<file path="src/rtl/clken_gen.sv">
// Programmable clock-enable generator: one-cycle tick every N cycles,
// near-50% square output, pulse counter, boundary-aligned divisor updates.
module clken_gen #(
  parameter int CNT_W   = 16,
  parameter int DEF_DIV = 5,
  parameter int TICK_W  = 8
) (
  input  logic              sys_clk,
  input  logic              sys_rst_n,
  input  logic              en,
  input  logic [CNT_W-1:0]  div_val,
  input  logic              div_load,
  output logic              clk_flag,
  output logic              clk_sq,
  output logic              upd_pend,
  output logic [TICK_W-1:0] tick_cnt,
  output logic [CNT_W-1:0]  cur_div
);

  localparam logic [CNT_W-1:0] ONE  = CNT_W'(1);
  localparam logic [CNT_W:0]   ONEW = (CNT_W+1)'(1);

  logic [CNT_W-1:0] cnt;
  logic [CNT_W-1:0] pend_div;
  logic [CNT_W-1:0] n_eff;
  logic [CNT_W-1:0] n_new;
  logic [CNT_W-1:0] div_in;
  logic [CNT_W-1:0] cnt_nxt;
  logic [CNT_W:0]   half;
  logic             wrap;

  always_comb begin
    n_eff   = (cur_div == '0) ? ONE : cur_div;
    div_in  = (div_val == '0) ? ONE : div_val;
    wrap    = (cnt >= n_eff - ONE);
    cnt_nxt = wrap ? '0 : cnt + ONE;
    // The period starting at a wrap edge already uses the committed divisor
    n_new   = (wrap && upd_pend) ? pend_div : n_eff;
    half    = ({1'b0, n_new} + ONEW) >> 1;
  end

  always_ff @(posedge sys_clk) begin
    if (!sys_rst_n) begin
      cnt      <= '0;
      pend_div <= '0;
      cur_div  <= CNT_W'(DEF_DIV);
      upd_pend <= 1'b0;
      clk_flag <= 1'b0;
      clk_sq   <= 1'b0;
      tick_cnt <= '0;
    end else if (en) begin
      cnt      <= cnt_nxt;
      clk_flag <= wrap;
      clk_sq   <= ({1'b0, cnt_nxt} < half);
      if (wrap) begin
        tick_cnt <= tick_cnt + TICK_W'(1);
        if (upd_pend) cur_div <= pend_div;
      end
      if (div_load) begin
        pend_div <= div_in;
        upd_pend <= 1'b1;
      end else if (wrap) begin
        upd_pend <= 1'b0;
      end
    end else begin
      cnt      <= '0;
      clk_flag <= 1'b0;
      clk_sq   <= 1'b0;
      upd_pend <= 1'b0;
      if (div_load)      cur_div <= div_in;
      else if (upd_pend) cur_div <= pend_div;
    end
  end

endmodule

</file>
<file path="config.mk">
export PLATFORM = sky130hd
export DESIGN_NAME = clken_gen
export DESIGN_NICKNAME = d
export VERILOG_FILES = /design/src/rtl/clken_gen.sv
export SDC_FILE = /design/constraint.sdc
export NUM_CORES = 1
export LEC_CHECK = 0
export BUFFER_PORTS_ARGS = -buffer_cell sky130_fd_sc_hd__buf_2
export CAP_MARGIN = 25
export CORE_MARGIN = 4
export CORE_UTILIZATION = 45
export DETAILED_ROUTE_END_ITERATION = 8
export PLACE_DENSITY_LB_ADDON = 0.12
export SETUP_SLACK_MARGIN = 0.05
export SLEW_MARGIN = 20
export SYNTH_ARGS = -nofsm -noshare
export SYNTH_HDL_FRONTEND = slang
export SYNTH_SLANG_ARGS = --single-unit
</file>
<file path="constraint.sdc">
create_clock -name sys_clk -period 7.33 [get_ports sys_clk]
set_input_delay 1.466 -clock sys_clk [delete_from_list [all_inputs] [get_ports sys_clk]]
set_output_delay 1.466 -clock sys_clk [all_outputs]
set_load 0.01 [all_outputs]
</file>
==> out/qor_table.md, run 1 <==
| Metric | Reported | Unit |
|---|---|---|
| Crit Reg-Reg Startpoint | cur_div[4] | - |
| Slowest stage delay, CP | 0.62 | ns |
| Netlist Area Pre-Place | 4449 | um^2 |
| Clock slew seen by the registers of the worst setup and hold paths | 0.08 | ns |
| CTS buffer count | 9 | - |
| Syn. warnings | 0 | - |
| Crit. Startpoint | cur_div[4] | - |
| Vias per cell | 5.484 | - |
| Grt met2 use | 0.3450 | - |
| Final setup TNS | 0 | ns |
| Period utilisation layout | 0.8793 | - |
| Post-route DRC violation count | 0 | - |
| Power per cell area | 173.9 | nW/um^2 |
| Number of different library cells in the post-synthesis netlist | 62 | - |
| Core region area | 9684 | um^2 |
| CTS Root Cell | sky130_fd_sc_hd__clkbuf_8 | - |
| Final worst path period need | 6.445 | ns |
| Sequential cell area fraction in the yosys report | 0.2655 | - |
| Routed WL per cell | 16.71 | um |
| All-layer global routing usage | 0.2158 | - |
| Post-CTS Repair Setup Buffers | 0 | - |
| Overall die area | 11540 | um^2 |
| Area fraction of the dominant cell type after synthesis | 0.2655 | - |
| FFs w/ async S/R, synth | 0 | - |
| Clock tree from TritonCTS | built | - |
| Clock Path Buffers | 2 | - |
| Antenna Violating Nets Remaining | 0 | - |
| GRT busiest layer | met2 | - |
| Setup repair after global routing missed its margin | false | - |
| Startpoint of the worst hold path | tick_cnt[7] | - |
| Post-CTS Hold Buffers | 0 | - |
| Type of origin of the critical path | flip-flop | - |
| Post-layout nets | 607 | - |
| Post-DP HPWL | 8.900 | mm |
| Library cell occupying the most area in the post-synthesis netlist | sky130_fd_sc_hd__dfxtp_1 | - |
| Critical Path Slowest Stage Cell | sky130_fd_sc_hd__or4_4 | - |
| Result of the run | completed | - |
| Die span in x | 107.4 | um |
| Syn Inst Count | 526 | - |
| Most used cell along the critical path | sky130_fd_sc_hd__ha_1 | - |
| Most instantiated flip-flop cell in the synthesis netlist | sky130_fd_sc_hd__dfxtp_1 | - |
| Detailed-route via count | 3784 | - |
| Slew at the pin closest to its max-slew limit | 0.8433 | ns |
| Area Overhead vs Synth | 9.871 | % |
| Total of flip-flops plus latches after synthesis | 59 | - |
| Slew Limit Headroom | 0.4378 | - |
| Final-report max-slew violation count | 0 | - |
| Highest fanout seen on the critical path | 29 | - |
| Type of the most critical hold path | flip-flop to flip-flop | - |
| Setup CP Type | flip-flop to flip-flop | - |
| Setup crit end kind | flip-flop | - |
| Dominant cells by area after synthesis | sky130_fd_sc_hd__dfxtp_1 27%, sky130_fd_sc_hd__ha_1 9.8%, sky130_fd_sc_hd__xnor2_1 6.3% | - |
| Number of sinks driven by the clock tree | 59 | - |
| Count of endpoints failing setup in the final report | 0 | - |
| IO Port Bufs | 46 | - |
| Die span in y | 107.4 | um |
| Global-route congestion overflow total | 0 | - |
| Final Non-Filler Cells | 690 | - |
| Number of enable-type register cells in the synthesized netlist | 0 | - |
| Max_cap viols | 0 | - |
| Placer's final routability congestion estimate | 0.8845 | - |
| PostCTS Resize Cnt | 0 | - |
| Largest net degree at the start of global routing | 51 | - |
| Leakage power summed over all cells | 1.998 | nW |
| First-pass GRT wire length | 19.58 | mm |
| Antenna diode instance count | 0 | - |
| Std-Cell Rows | 36 | - |
| Initial antenna violation count | 0 | - |
| Number of design-rule violations left by the first detailed-router iteration | 230 | - |
| Ports | 47 | - |
| Highest clock rate | 155.1 | MHz |
| Required time at the worst-slack endpoint | 7.61 | ns |
| Net count after synthesis | 581 | - |
| Max Clock Skew | 0.01612 | ns |
| Post-synthesis average cell area | 8.459 | um^2 |
| CTS HTree Levels | 3 | - |
| Starting utilization of the core area | 0.4594 | - |
| Clock latency of the later-clocked register in the worst-skew pair | 0.36 | ns |
| Via count of the first global-routing pass | 3733 | - |
| Global routing usage on met3 | 0.04739 | - |
| Met1 GRT Util | 0.2870 | - |
| First drt pass iteration count | 4 | - |
| Number of cells in the design after placement | 674 | - |
| Ratio of cells with drive above 1 in the final layout | 0.1670 | - |
| Largest vdd supply drop | 123.3 | uV |
| Total routed wirelength | 11.53 | mm |
| Hold violation count in the final report | 0 | - |
| Arrival time worst endpoint | 6.73 | ns |
| Fill cell instance count of the final layout | 991 | - |
## cell usage in the layout (no fill, tap or decap), types with 15 or more instances in the layout
master                     Yosys  routed
sky130_fd_sc_hd__a21oi_1      16      16
sky130_fd_sc_hd__xor2_1       20      20
sky130_fd_sc_hd__nand3_1      28      28
sky130_fd_sc_hd__nor2_1       43      43
sky130_fd_sc_hd__xnor2_1      32      32
sky130_fd_sc_hd__buf_2         5      46
sky130_fd_sc_hd__nand2_1      68      67
sky130_fd_sc_hd__a21boi_0     15      15
sky130_fd_sc_hd__o211ai_1     16      16
sky130_fd_sc_hd__ha_1         35      35
sky130_fd_sc_hd__dfxtp_1      59      59
## power breakdown
group	leakage, nW	total (mW)	switching [mW]	internal, mW
logic	1.42	0.167	0.0935	0.0739
registers	0.481	0.368	0.0328	0.335
clock network	0.0998	0.314	0.138	0.176
## cells by family (layout without fill, tap and decap cells)
logic type,after synthesis,count (layout),share of synthesized area
simple gates,225,225,0.2849
mux,10,10,0.02362
compound gates,101,101,0.1707
xor+xnor,52,52,0.1024
fa+ha+maj,35,35,0.09843
buf+inv,44,75,0.05455
flops,59,59,0.2655
## worst max-delay path: cells and delay by family, from the launching register on
family | cells | cell delay, ns
simple gates | 10 | 2.26
fa+ha+maj | 4 | 1.16
flops | 1 | 0.42
mux | 1 | 0.23
compound gates | 9 | 1.51
xor+xnor | 2 | 0.35
buf+inv | 2 | 0.41
## cell usage after synthesis, types with 5 or more instances
cell type	instances
sky130_fd_sc_hd__o211ai_1	16
sky130_fd_sc_hd__a21boi_0	15
sky130_fd_sc_hd__nand3b_1	13
sky130_fd_sc_hd__clkbuf_1	16
sky130_fd_sc_hd__a21oi_1	16
sky130_fd_sc_hd__buf_6	6
sky130_fd_sc_hd__mux2i_1	9
sky130_fd_sc_hd__xor2_1	20
sky130_fd_sc_hd__inv_1	11
sky130_fd_sc_hd__o21ai_0	5
sky130_fd_sc_hd__nand2_1	68
sky130_fd_sc_hd__a2bb2oi_1	13
sky130_fd_sc_hd__xnor2_1	32
sky130_fd_sc_hd__ha_1	35
sky130_fd_sc_hd__nor3_1	6
sky130_fd_sc_hd__dfxtp_1	59
sky130_fd_sc_hd__nand4_1	8
sky130_fd_sc_hd__nand3_1	28
sky130_fd_sc_hd__nor2_1	43
sky130_fd_sc_hd__buf_2	5
sky130_fd_sc_hd__nand2b_1	7
sky130_fd_sc_hd__and3_1	12
sky130_fd_sc_hd__o21ai_1	6
sky130_fd_sc_hd__nor2_4	10
## state kept, by name, summed over array words and instances (netlist names)
| signal | flops |
|---|---|
| pend_div | 16 |
| cur_div | 16 |
| tick_cnt | 8 |
| cnt | 16 |
| clk_sq | 1 |
| clk_flag | 1 |
| upd_pend | 1 |
## routing by layer
metal  up-vias  part of all wire
met4         0             0.020
met3        20             0.046
met2        83              0.46
met5         -                 0
met1      1751              0.47
li1       1930                 -
## per-stage QoR
stage / cell area, um^2 / hold slack, ns / util / setup slack [ns] / power, mW
floorplan: 4449 / 0.4523 / - / 1.627 / 0.4925
global placement: 4661 / 0.4506 / 0.4813 / 1.196 / 0.5371
detailed placement: 4681 / 0.4668 / 0.4833 / 0.9791 / 0.5422
CTS: 4886 / 0.4787 / 0.5045 / 0.9212 / 0.8586
global route: 4888 / 0.5126 / 0.5048 / 0.5418 / 0.8995
finish: 4888 / 0.4726 / 0.5048 / 0.8846 / 0.8499
## worst paths after layout
path / slack (ns) / depth (start not counted) / end
worst max-delay path: 0.88 / 28 / clk_sq
worst min-delay path: 0.47 / 2 / tick_cnt[7]
worst max register to register: 0.88 / 28 / clk_sq
worst min register to register: 0.47 / 2 / tick_cnt[7]
## layout make-up
type,count,area (um^2),share of cell area
multi-input combinational,423,3037,0.6212
sequential,59,1181,0.2416
timing repair buffer,48,257.7,0.05273
tap,133,166.4,0.03404
clock buffer,13,158.9,0.03251
clock inverter,3,46.29,0.009470
inverter,11,41.29,0.008446
No activity file was read; power rests on OpenSTA's default activity.
==> run 2: changes to the inputs <==
--- a/config.mk
+++ b/config.mk
@@ -7,11 +7,13 @@
 export LEC_CHECK = 0
 export BUFFER_PORTS_ARGS = -buffer_cell sky130_fd_sc_hd__buf_2
 export CAP_MARGIN = 25
+export CELL_PAD_IN_SITES_DETAIL_PLACEMENT = 1
+export CELL_PAD_IN_SITES_GLOBAL_PLACEMENT = 1
 export CORE_MARGIN = 4
 export CORE_UTILIZATION = 45
 export DETAILED_ROUTE_END_ITERATION = 8
+export MAX_ROUTING_LAYER = met4
 export PLACE_DENSITY_LB_ADDON = 0.12
-export SETUP_SLACK_MARGIN = 0.05
 export SLEW_MARGIN = 20
 export SYNTH_ARGS = -nofsm -noshare
 export SYNTH_HDL_FRONTEND = slang
==> run 2 against run 1 <==
Die area stayed put. Cell count rose by 0.14%. Critical endpoint unchanged. Power is 3.9% higher. Cell area up 0.49%. Clock power up 9.2%. Critical path depth shrank 1.
==> out/qor_table.md, run 2 (same netlist as run 1, synthesis figures left out) <==
| Metric | Reported | Unit |
|---|---|---|
| Result of the run | completed | - |
| Area Overhead vs Synth | 10.40 | % |
| Total routed wirelength | 12.67 | mm |
| Path length in cells of the critical path | 27 | - |
| Overall die area | 11540 | um^2 |
| All-layer global routing usage | 0.2367 | - |
| Final setup TNS | 0 | ns |
| Top delay family on crit path | simple AND/OR/NAND/NOR gates | - |
| Worst hold-check slack | 0.4793 | ns |
| Clock slew seen by the registers of the worst setup and hold paths | 0.08 | ns |
| Global-route congestion overflow total | 0 | - |
| Ports | 47 | - |
| PostCTS Resize Cnt | 0 | - |
| Required time at the worst-slack endpoint | 7.61 | ns |
| Routed WL per cell | 18.33 | um |
| Clock latency of the later-clocked register in the worst-skew pair | 0.35 | ns |
| Largest vdd supply drop | 100.3 | uV |
| Number of design-rule violations left by the first detailed-router iteration | 152 | - |
| Slew at the pin closest to its max-slew limit | 0.8471 | ns |
| Detailed-route via count | 3895 | - |
| Post-CTS Hold Buffers | 0 | - |
| Final core area utilization | 0.5072 | - |
| Post-route DRC violation count | 0 | - |
| Period utilisation layout | 0.8810 | - |
| First-pass GRT wire length | 21.11 | mm |
| Fill cell instance count of the final layout | 1178 | - |
| Core region area | 9684 | um^2 |
| Std-Cell Rows | 36 | - |
| Initial antenna violation count | 0 | - |
| Vias per cell | 5.637 | - |
| Via count of the first global-routing pass | 4035 | - |
| Leakage power summed over all cells | 2.019 | nW |
| Number of sinks driven by the clock tree | 59 | - |
| Leading registers by flop count | cnt x16, cur_div x16, pend_div x16 | - |
| Count of endpoints failing setup in the final report | 0 | - |
| Final worst path period need | 6.458 | ns |
| Ratio of cells with drive above 1 in the final layout | 0.1703 | - |
| CTS buffer count | 9 | - |
| Highest fanout seen on the critical path | 11 | - |
| Final-report max-slew violation count | 0 | - |
| Antenna Violating Nets Remaining | 0 | - |
| Antenna diode instance count | 0 | - |
| Hold Path Stages | 2 | - |
| Setup CP Type | flip-flop to flip-flop | - |
| Post-CTS Repair Setup Buffers | 0 | - |
| Die span in y | 107.4 | um |
| Type of the most critical hold path | flip-flop to flip-flop | - |
| Most common library cell in the layout ignoring fill and taps | sky130_fd_sc_hd__nand2_1 | - |
| Largest net degree at the start of global routing | 51 | - |
| Post-layout nets | 608 | - |
| Critical Path Slowest Stage Cell | sky130_fd_sc_hd__or4_4 | - |
| Top library cells by usage in the layout, fill and taps aside | 68 x sky130_fd_sc_hd__nand2_1, 59 x sky130_fd_sc_hd__dfxtp_1, 46 x sky130_fd_sc_hd__buf_2, 43 x sky130_fd_sc_hd__nor2_1, 35 x sky130_fd_sc_hd__ha_1 | - |
| Slew Limit Headroom | 0.4345 | - |
| Hold violation count in the final report | 0 | - |
| Crit path buffers/inverters | 1 | - |
| Type of origin of the critical path | flip-flop | - |
| Setup crit end kind | flip-flop | - |
| First drt pass iteration count | 4 | - |
| R2R cell count | 27 | - |
| Arrival time worst endpoint | 6.73 | ns |
| Placer's final routability congestion estimate | 0.8465 | - |
| Power per cell area | 179.7 | nW/um^2 |
| Post-DP HPWL | 9.752 | mm |
| Clock Path Buffers | 2 | - |
| IO Port Bufs | 46 | - |
| Most used cell along the critical path | sky130_fd_sc_hd__ha_1 | - |
| Max Clock Skew | 0.01063 | ns |
| CTS Root Cell | sky130_fd_sc_hd__clkbuf_8 | - |
| Clock tree from TritonCTS | built | - |
| Starting utilization of the core area | 0.4594 | - |
| Max_cap viols | 0 | - |
| CTS HTree Levels | 3 | - |
| Setup repair after global routing missed its margin | false | - |
| Highest clock rate | 154.9 | MHz |
| Slowest stage delay, CP | 0.62 | ns |
| Die span in x | 107.4 | um |
## run 2: per-layer routing
metal | global-route usage | wire length (um) | up-vias
li1 | - | - | 1926
met1 | 0.3128 | 6193 | 1918
met2 | 0.3744 | 6005 | 37
met3 | 0.04079 | 245 | 14
met4 | 0.06763 | 223 | 0
met5 | - | 0 | -
## run 2: worst register-to-register path, delay by kind of cell, from the launching register on
family	cells	cell delay [ns]
XOR/XNOR	2	0.29
buffers and inverters	1	0.14
AO/OA/AOI/OAI	9	1.80
AND/OR/NAND/NOR	10	2.30
multiplexers	1	0.27
flip-flops	1	0.43
adder cells (fa/ha/maj)	4	1.16
## run 2: power breakdown
group	leakage, nW	internal (mW)	switching (mW)	total (mW)
registers	0.481	0.335	0.0341	0.369
clock network	0.113	0.191	0.152	0.343
logic	1.42	0.0750	0.0959	0.171
total	2.02	0.601	0.282	0.883
## run 2: final cells by class
type / instances / area [um^2] / area share
clock inverters: 7 / 92.59 / 0.01885
multi-input cells: 423 / 3034 / 0.6177
flip-flops and latches: 59 / 1181 / 0.2404
clock buffers: 9 / 123.9 / 0.02522
repair buffers: 49 / 272.8 / 0.05553
well taps: 133 / 166.4 / 0.03388
inverters: 11 / 41.29 / 0.008406
## run 2: worst paths after layout
kind / startpoint / end / slack, ns
setup reg to reg: cur_div[4] / clk_sq / 0.87
setup / recovery: cur_div[4] / clk_sq / 0.87
hold / removal: tick_cnt[7] / tick_cnt[7] / 0.48
hold reg to reg: tick_cnt[7] / tick_cnt[7] / 0.48
## run 2: per-stage QoR
step / worst slack [ns] / std cells / area (um^2) / power (mW)
floorplan: 1.627 / 526 / 4449 / 0.4925
global placement: 1.167 / 673 / 4661 / 0.5363
detailed placement: 0.8621 / 674 / 4681 / 0.5444
global route: 0.4272 / 691 / 4912 / 0.9306
CTS: 0.8368 / 690 / 4897 / 0.8909
finish: 0.8723 / 691 / 4912 / 0.8828
==> run 3: changes to the inputs <==
--- a/config.mk
+++ b/config.mk
@@ -9,6 +9,7 @@
 export CAP_MARGIN = 25
 export CELL_PAD_IN_SITES_DETAIL_PLACEMENT = 1
 export CELL_PAD_IN_SITES_GLOBAL_PLACEMENT = 1
+export CORE_ASPECT_RATIO = 0.6
 export CORE_MARGIN = 4
 export CORE_UTILIZATION = 45
 export DETAILED_ROUTE_END_ITERATION = 8
==> run 3 against run 2 <==
Non-clock buffer count is the same. Maximum frequency shrank 1.7%. Via count grew 3.0%. Sequential share of layout area shrank 0.26 points. First-iteration DRC count grew 100%. Critical path depth is the same. Wire length grew 8.3%. Sequential power is essentially flat. Hold slack is essentially flat. Clock power grew 18%. Cell count shrank 0.43%. Critical path type unchanged. Largest cell class unchanged.
==> out/qor_table.md, run 3 (same netlist as run 1, synthesis figures left out) <==
| Metric | Reported | Unit |
|---|---|---|
| Antenna Violating Nets Remaining | 0 | - |
| Ports | 47 | - |
| Count of endpoints failing setup in the final report | 0 | - |
| Antenna diode instance count | 0 | - |
| Die span in y | 85.02 | um |
| R2R cell count | 27 | - |
| Number of cells in the design after placement | 671 | - |
| IO Port Bufs | 46 | - |
| GRT busiest layer | met1 | - |
| Sequential share of power | 0.391 | - |
| Startpoint of the worst hold path | tick_cnt[7] | - |
| Top library cells by usage in the layout, fill and taps aside | 67 x sky130_fd_sc_hd__nand2_1, 59 x sky130_fd_sc_hd__dfxtp_1, 46 x sky130_fd_sc_hd__buf_2, 43 x sky130_fd_sc_hd__nor2_1, 35 x sky130_fd_sc_hd__ha_1 | - |
| Clock slew seen by the registers of the worst setup and hold paths | 0.06 | ns |
| Leading registers by flop count | cnt x16, cur_div x16, pend_div x16 | - |
| Max_cap viols | 0 | - |
| Fraction of power spent switching nets | 0.3085 | - |
| Combinational fraction of design power | 0.183 | - |
| Clock Path Buffers | 2 | - |
| Initial antenna violation count | 0 | - |
| First-pass GRT wire length | 22.34 | mm |
| Hold violation count in the final report | 0 | - |
| Grt met2 use | 0.3556 | - |
| Overall die area | 11590 | um^2 |
| Global routing usage on met3 | 0.05213 | - |
| CTS Root Cell | sky130_fd_sc_hd__clkbuf_16 | - |
| Clock tree from TritonCTS | built | - |
| Post-route cell area | 4966 | um^2 |
| Slew at the pin closest to its max-slew limit | 0.8895 | ns |
| Most common library cell in the layout ignoring fill and taps | sky130_fd_sc_hd__nand2_1 | - |
| Die span in x | 136.4 | um |
| Met1 GRT Util | 0.3777 | - |
| Crit Reg-Reg Startpoint | cur_div[4] | - |
| Highest fanout seen on the critical path | 15 | - |
| PostCTS Resize Cnt | 0 | - |
| Final worst path period need | 6.567 | ns |
| Largest vdd supply drop | 110.2 | uV |
| Total routed wirelength | 13.72 | mm |
| Largest net degree at the start of global routing | 51 | - |
| Post-route DRC violation count | 0 | - |
| Clock latency of the later-clocked register in the worst-skew pair | 0.34 | ns |
| Final-report max-slew violation count | 0 | - |
| Setup crit end kind | flip-flop | - |
| Power dissipated by switching net loads | 292.6 | uW |
| Arrival time worst endpoint | 6.84 | ns |
| R2R setup slack | 0.76 | ns |
| Result of the run | completed | - |
| Type of origin of the critical path | flip-flop | - |
| Hold Path Stages | 2 | - |
| Total cell area at the placement stage | 4677 | um^2 |
| Power Total | 948.5 | uW |
| Core region area | 9392 | um^2 |
| Detailed-route via count | 4011 | - |
| Post-layout nets | 608 | - |
| Starting utilization of the core area | 0.4738 | - |
| Ratio of cells with drive above 1 in the final layout | 0.1703 | - |
| CTS buffer count | 9 | - |
| Vias per cell | 5.830 | - |
| Number of sinks driven by the clock tree | 59 | - |
| Internal Pwr Total | 655.9 | uW |
| Setup repair after global routing missed its margin | false | - |
| Period utilisation layout | 0.8958 | - |
| Required time at the worst-slack endpoint | 7.60 | ns |
| All-layer global routing usage | 0.2550 | - |
| Power per cell area | 191.0 | nW/um^2 |
| Area Overhead vs Synth | 11.61 | % |
| Post-DP HPWL | 10.62 | mm |
| Max Clock Skew | 0.005112 | ns |
| Type of the most critical hold path | flip-flop to flip-flop | - |
| FF-to-FF End | clk_sq | - |
| Std-Cell Rows | 27 | - |
| Final Non-Filler Cells | 688 | - |
| Slew Limit Headroom | 0.4070 | - |
| First drt pass iteration count | 5 | - |
| Via count of the first global-routing pass | 4046 | - |
| End point of the most critical hold path | tick_cnt[7] | - |
| Post-CTS Repair Setup Buffers | 0 | - |
| Setup CP Type | flip-flop to flip-flop | - |
| Global-route congestion overflow total | 0 | - |
| Clock share of power | 0.426 | - |
| Routed WL per cell | 19.94 | um |
| Leakage power summed over all cells | 2.038 | nW |
| Post-CTS Hold Buffers | 0 | - |
| Number of design-rule violations left by the first detailed-router iteration | 310 | - |
| CTS HTree Levels | 3 | - |
| Final core area utilization | 0.5288 | - |
| Placer's final routability congestion estimate | 0.9809 | - |
| Highest clock rate | 152.3 | MHz |
| Final setup TNS | 0 | ns |
[run 3: area by class of cell]
cell class	instances	area [um^2]
inverter	11	41.29
clock buffer	12	256.5
fill	1169	4425
timing repair buffer	49	262.8
clock inverter	4	25.02
tap	130	162.7
sequential	59	1181
multi-input combinational	423	3037
[run 3: worst max-delay path by stage]
stage,from,end,slack [ns],cells after the start
2_1_floorplan,cur_div[4],clk_sq,1.63,30
3_3_place_gp,cur_div[4],clk_sq,1.14,27
3_5_place_dp,cur_div[4],clk_sq,0.89,27
4_1_cts,cur_div[4],clk_sq,0.82,27
5_1_grt,cur_div[4],clk_sq,0.23,28
6_report,cur_div[4],clk_sq,0.76,27
[run 3: stage by stage]
step	hold WS (ns)	worst slack (ns)
2_1_floorplan	0.4523	1.627
5_1_grt	0.5081	0.2266
4_1_cts	0.4816	0.8198
6_report	0.4792	0.7635
3_3_place_gp	0.4529	1.143
3_5_place_dp	0.4681	0.8876
[run 3: worst max-delay path: stages, from the launching register on]
cell and delay, ns:
sky130_fd_sc_hd__dfxtp_1 0.42, sky130_fd_sc_hd__or4_4 0.62, sky130_fd_sc_hd__nor4_4 0.26, sky130_fd_sc_hd__a41oi_1 0.25
sky130_fd_sc_hd__ha_1 0.28, sky130_fd_sc_hd__and2_1 0.18, sky130_fd_sc_hd__nand2_1 0.13, sky130_fd_sc_hd__nor4_2 0.06
sky130_fd_sc_hd__xnor2_1 0.20, sky130_fd_sc_hd__ha_1 0.29, sky130_fd_sc_hd__nand4_2 0.13, sky130_fd_sc_hd__nor3_2 0.06
sky130_fd_sc_hd__o21a_1 0.27, sky130_fd_sc_hd__o31ai_4 0.69, sky130_fd_sc_hd__mux2_4 0.28, sky130_fd_sc_hd__ha_1 0.25
sky130_fd_sc_hd__nand4_1 0.19, sky130_fd_sc_hd__nor2_1 0.23, sky130_fd_sc_hd__xnor2_1 0.14, sky130_fd_sc_hd__nand2_1 0.07
sky130_fd_sc_hd__o21ai_1 0.09, sky130_fd_sc_hd__ha_1 0.26, sky130_fd_sc_hd__a21o_1 0.16, sky130_fd_sc_hd__a21o_1 0.20
sky130_fd_sc_hd__a221o_1 0.40, sky130_fd_sc_hd__a21oi_1 0.14, sky130_fd_sc_hd__o21ai_0 0.11, sky130_fd_sc_hd__a21oi_1 0.13
[run 3: layer usage]
layer | routed length (um) | part of all wire
met1 | 7247 | 0.53
met2 | 5582 | 0.41
met3 | 779 | 0.057
met4 | 107 | 0.0078
met5 | 0 | 0
[run 3: power groups by stage]
stage | registers, mW | clock network [mW] | logic (mW)
2_1_floorplan | 0.359 | 0 | 0.133
3_3_place_gp | 0.376 | 0 | 0.165
3_5_place_dp | 0.377 | 0 | 0.171
4_1_cts | 0.370 | 0.412 | 0.173
5_1_grt | 0.373 | 0.429 | 0.190
6_report | 0.371 | 0.404 | 0.174
